<file path="src/rtl/ctrl_sequencer.sv">
// ctrl_sequencer -- multi-cycle control FSM for the 8-bit accumulator datapath.
//
// Sequences fetch / decode / execute, drives the 2-bit source select of the
// shared bus selector and every register-load, memory-write and ALU strobe.
// The opcode is latched from the bus in FETCH3; memory accesses wait on
// mem_ready; retired instructions are counted in instr_count.
//
// Ports:
//   clk          system clock, rising edge
//   rst_n        asynchronous active-low reset
//   bus_in       selected bus value (bus selector output)
//   ac_zero      accumulator == 0
//   mem_ready    memory read data valid / write accepted this cycle
//   bus_sel      bus source: 00=mem, 01=DR, 10=PC, 11=AC
//   ar_ld        AR <= bus[4:0]
//   pc_ld        PC <= bus[4:0]
//   pc_inc       PC <= PC+1
//   dr_ld        DR <= bus
//   ac_ld        AC <= ALU result
//   mem_we       write AC to M[AR]
//   alu_op       00=PASS(DR), 01=ADD, 10=AND, 11=NOT(AC)
//   halted       HLT executed
//   instr_count  retired instructions, wraps to 0

module ctrl_sequencer #(
    parameter int CNT_W = 8
) (
    input  logic             clk,
    input  logic             rst_n,
    input  logic [7:0]       bus_in,
    input  logic             ac_zero,
    input  logic             mem_ready,
    output logic [1:0]       bus_sel,
    output logic             ar_ld,
    output logic             pc_ld,
    output logic             pc_inc,
    output logic             dr_ld,
    output logic             ac_ld,
    output logic             mem_we,
    output logic [1:0]       alu_op,
    output logic             halted,
    output logic [CNT_W-1:0] instr_count
);

    typedef enum logic [2:0] {
        S_IDLE,
        S_FETCH1,
        S_FETCH2,
        S_FETCH3,
        S_EXEC1,
        S_EXEC2,
        S_HALT
    } state_t;

    typedef enum logic [2:0] {
        OP_LDA = 3'b000,
        OP_STA = 3'b001,
        OP_ADD = 3'b010,
        OP_AND = 3'b011,
        OP_JMP = 3'b100,
        OP_JZ  = 3'b101,
        OP_NOT = 3'b110,
        OP_HLT = 3'b111
    } op_t;

    state_t state;
    op_t    opcode;
    logic   retire;

    // The address field is routed to AR/PC by the datapath, never decoded here.
    logic [4:0] addr_field_unused;
    assign addr_field_unused = bus_in[4:0];

    // Outputs are decoded from state/opcode (and mem_ready where a memory
    // access is pending) so that reset forces them low without waiting for
    // a clock edge and the wait states show no strobe at all.
    always_comb begin
        bus_sel = 2'b00;
        ar_ld   = 1'b0;
        pc_ld   = 1'b0;
        pc_inc  = 1'b0;
        dr_ld   = 1'b0;
        ac_ld   = 1'b0;
        mem_we  = 1'b0;
        alu_op  = 2'b00;
        halted  = 1'b0;
        retire  = 1'b0;
        case (state)
            S_FETCH1: begin
                bus_sel = 2'b10;
                ar_ld   = 1'b1;
            end
            S_FETCH2: begin
                dr_ld  = mem_ready;
                pc_inc = mem_ready;
            end
            S_FETCH3: begin
                bus_sel = 2'b01;
                ar_ld   = 1'b1;
            end
            S_EXEC1: begin
                case (opcode)
                    OP_LDA, OP_ADD, OP_AND: dr_ld = mem_ready;
                    OP_STA: begin
                        bus_sel = 2'b11;
                        mem_we  = 1'b1;
                        retire  = mem_ready;
                    end
                    OP_JMP: begin
                        bus_sel = 2'b01;
                        pc_ld   = 1'b1;
                        retire  = 1'b1;
                    end
                    OP_JZ: begin
                        bus_sel = 2'b01;
                        pc_ld   = ac_zero;
                        retire  = 1'b1;
                    end
                    OP_NOT: begin
                        alu_op = 2'b11;
                        ac_ld  = 1'b1;
                        retire = 1'b1;
                    end
                    default: retire = 1'b1;   // HLT
                endcase
            end
            S_EXEC2: begin
                bus_sel = 2'b01;
                ac_ld   = 1'b1;
                retire  = 1'b1;
                case (opcode)
                    OP_ADD:  alu_op = 2'b01;
                    OP_AND:  alu_op = 2'b10;
                    default: alu_op = 2'b00;
                endcase
            end
            S_HALT: halted = 1'b1;
            default: ;
        endcase
    end

    always_ff @(posedge clk or negedge rst_n) begin
        if (!rst_n) begin
            state       <= S_IDLE;
            opcode      <= OP_LDA;
            instr_count <= '0;
        end else begin
            if (retire)
                instr_count <= instr_count + CNT_W'(1);
            case (state)
                S_IDLE:   state <= S_FETCH1;
                S_FETCH1: state <= S_FETCH2;
                S_FETCH2: if (mem_ready) state <= S_FETCH3;
                S_FETCH3: begin
                    opcode <= op_t'(bus_in[7:5]);
                    state  <= S_EXEC1;
                end
                S_EXEC1: begin
                    case (opcode)
                        OP_LDA, OP_ADD, OP_AND: if (mem_ready) state <= S_EXEC2;
                        OP_STA:  if (mem_ready) state <= S_FETCH1;
                        OP_HLT:  state <= S_HALT;
                        default: state <= S_FETCH1;
                    endcase
                end
                S_EXEC2: state <= S_FETCH1;
                S_HALT:  state <= S_HALT;
                default: state <= S_IDLE;
            endcase
        end
    end

endmodule

</file>
<file path="config.mk">
export PLATFORM = sky130hd
export DESIGN_NAME = ctrl_sequencer
export DESIGN_NICKNAME = d
export VERILOG_FILES = /design/src/rtl/ctrl_sequencer.sv
export SDC_FILE = /design/constraint.sdc
export NUM_CORES = 1
export LEC_CHECK = 0
export ABC_AREA = 1
export CAP_MARGIN = 10
export CORE_MARGIN = 8
export CORE_UTILIZATION = 47
export CTS_CLUSTER_DIAMETER = 120
export DETAILED_ROUTE_END_ITERATION = 10
export GPL_TIMING_DRIVEN = 0
export HOLD_SLACK_MARGIN = 0.03
export PLACE_DENSITY = 0.83
export SETUP_SLACK_MARGIN = 0.2
export SYNTH_ARGS = -nofsm -noshare
export SYNTH_HDL_FRONTEND = slang
export SYNTH_SLANG_ARGS = --single-unit
export TNS_END_PERCENT = 100
</file>
<file path="constraint.sdc">
create_clock -name clk -period 2.6 [get_ports clk]
set_clock_uncertainty 0.1 [all_clocks]
set_input_delay 0.65 -clock clk [delete_from_list [all_inputs] [get_ports clk]]
set_output_delay 0.65 -clock clk [all_outputs]
set_load 0.02 [all_outputs]
</file>
==> metrics.csv <==
metric;value;unit
Initial DRT Pass Iterations;4;
register area share after synthesis;39.3;%
PwrDens;1090;mW/mm2
Vias per Instance;5.01;
Clk pwr share;12.1;%
placer congestion estimate;0.932;
share of power burned in registers;32.9;%
P_sw;0.000639;W
min Tclk post-route;2320;ps
final setup TNS;0;ps
DR vias;881;
clock buffer depth;2;
# port buffers;25;
worst setup margin;275;ps
Place WS;-98.5;ps
Distinct cells, synth;21;
CTS tree;done;
Yosys warnings;0;
ys async rst share;100;%
# diodes;0;
die span in x;59.6;um
row cnt;15;
initial antenna violation count;0;
Worst Path Max Fanout;8;
hold_buf cts;0;
Setup violations, final;0;
Max Cap Viol;0;
Internal Power;0.000668;W
Post-synth EDFFs;0;
DRC;0;
clock transition at the registers of the reported paths;80;ps
Yosys reg bits;14;
Tcrit/Tclk final;89.4;%
Core Box Area;0.00176;mm2
die area;0.00355;mm2
post-synth top area cell;dfrtp_1;
CP Class;reg2out;
root buf cell;clkbuf_4;
Worst slew margin;56.1;%
status;finished, final reports clean;
crit path DAT;1570;ps
GRT Util Overall;14.0;%
io pins;31;
Sink Count;14;
Slew Limit Fails;0;
count leader, synth;nand2_1;
first-pass GRT wire length;3850;um
Initial Utilization;50.6;%
synth-to-layout area growth;34.9;%
DIE HEIGHT;59.6;um
Routed WL;2290;um
post-synth top area share;39.3;%
hpwl dp;1700;um
combinational power share;55.1;%
DR iter-0 viols;30;
routed len/inst;13.0;um
placed inst area;0.00117;mm2
Worst-Skew Late Latency;280;ps
Post-DRT Antenna Nets;0;
largest cells by area after synthesis;dfrtp_1, nand2_1, inv_1;
post-route cell area;0.00120;mm2
Finished Core Util;68.2;%
Hold Violations, Final;0;
worst-margin pin slew;657;ps
maximum VDD drop;0.724;mV
Mean Syn Cell Area;7.37;um2
layout net count;165;
leak pwr;0.613;nW
Fmax;0.430;GHz
CTS buffer count;3;
dominant synthesized flop cell;dfrtp_1;
Critical Path Sink Type;output pin;
RSZ-0062 raised after global routing;no;
worst hold slack;445;ps
min-delay worst type;reg2reg;
syn_nets;134;
Post-Syn Area;892;um2
vias in the first global route;861;
layout cells sized above 1;20.5;%
Synth Instances;121;
Critical Path Source Type;flop;
Sw Share;48.9;%
GRT Residual Overflow;0;
WP data required;1850;ps
H-Tree Depth;1;
Commonest cells post-synth;nand2_1, dfrtp_1, inv_1, nor2_1, nand3_1;
largest net degree at the start of global routing;15;
-- cell usage in the layout, fill, tap and decap left out, types with 2 or more instances in the layout --
master | Yosys | routed
nand3_2 | 2 | 3
xor2_1 | 2 | 2
clkbuf_2 | 0 | 2
dlygate4sd2_1 | 0 | 4
clkbuf_4 | 0 | 3
inv_1 | 14 | 14
o21ai_0 | 6 | 6
dfrtp_2 | 0 | 3
nor2_1 | 10 | 10
nand2_2 | 4 | 4
nand2_1 | 34 | 34
clkdlybuf4s50_1 | 0 | 14
dfrtp_1 | 14 | 11
nand3_1 | 9 | 8
buf_2 | 0 | 2
nor2_4 | 3 | 3
inv_2 | 3 | 3
a21oi_1 | 6 | 6
clkdlybuf4s15_2 | 0 | 2
nand4_1 | 6 | 6
-- flip-flops by register name, indices dropped and copies added, names as in the netlist --
signal	count
instr_count	8
state	3
opcode	3
-- through the flow --
stage	std cells	total power (W)
3_5_place_dp	171	0.00116
3_3_place_gp	171	0.00113
4_1_cts	175	0.00130
2_1_floorplan	121	0.000878
5_1_grt	176	0.00140
6_report	176	0.00131
-- what timing repair did --
action                     4_1_cts  5_1_grt
gates resized for setup         23       10
setup endpoints to repair       11        8
gates cloned                     0        0
setup buffers                    0        1
-- layout make-up --
class	count	area (um2)
Clock buffer	4	36.3
Multi-Input combinational cell	89	477
Sequential cell	14	354
Tap cell	25	31.3
Inverter	18	70.1
Timing Repair Buffer	26	235
Fill cell	172	561
-- logic make-up (layout without fill, tap and decap cells) --
kind of cell	after synthesis	count (layout)	synth area share [%]
AOI/OAI and AO/OA	15	15	10.1
xor gates and xnor gates	3	3	2.95
and+or+nand+nor	70	70	38.4
buffers and inverters	18	48	7.85
DFF	14	14	39.3
adders and majority gates	1	1	1.40
-- worst paths after layout --
kind | cells past startpoint | slack (ps) | start | endpoint
hold reg to reg | 2 | 440 | instr_count[2]$_DFFE_PN0P_ | instr_count[2]$_DFFE_PN0P_
max in group asynchronous | 1 | 1280 | rst_n | state[2]$_DFFE_PN0P_
min in group asynchronous | 1 | 660 | rst_n | instr_count[4]$_DFFE_PN0P_
setup / recovery | 5 | 280 | state[0]$_DFFE_PN0P_ | bus_sel[0]
setup reg to reg | 6 | 1220 | opcode[1]$_DFFE_PN0P_ | instr_count[5]$_DFFE_PN0P_
hold / removal | 2 | 440 | instr_count[2]$_DFFE_PN0P_ | instr_count[2]$_DFFE_PN0P_
-- critical path: stages, from the launching register on --
cell	delay (ps)
dfrtp_2	430
inv_1	130
nor2_4	140
nand2_2	130
a32oi_1	180
clkdlybuf4s15_2	280
-- power by group through the flow --
stage                     Clock, W  Combinational [W]  Sequential, W
final                     0.000157           0.000720       0.000429
after CTS                 0.000161           0.000703       0.000434
after global placement           0           0.000704       0.000430
after floorplan                  0           0.000416       0.000463
after detailed placement         0           0.000722       0.000436
after global routing      0.000172           0.000787       0.000444
-- metal layers --
metal	wire length (um)	GRT usage, %
met5	0	0
met4	16	3.74
met3	64	4.77
met2	1160	23.9
met1	1050	16.0
(Power assumes the default switching activity.)
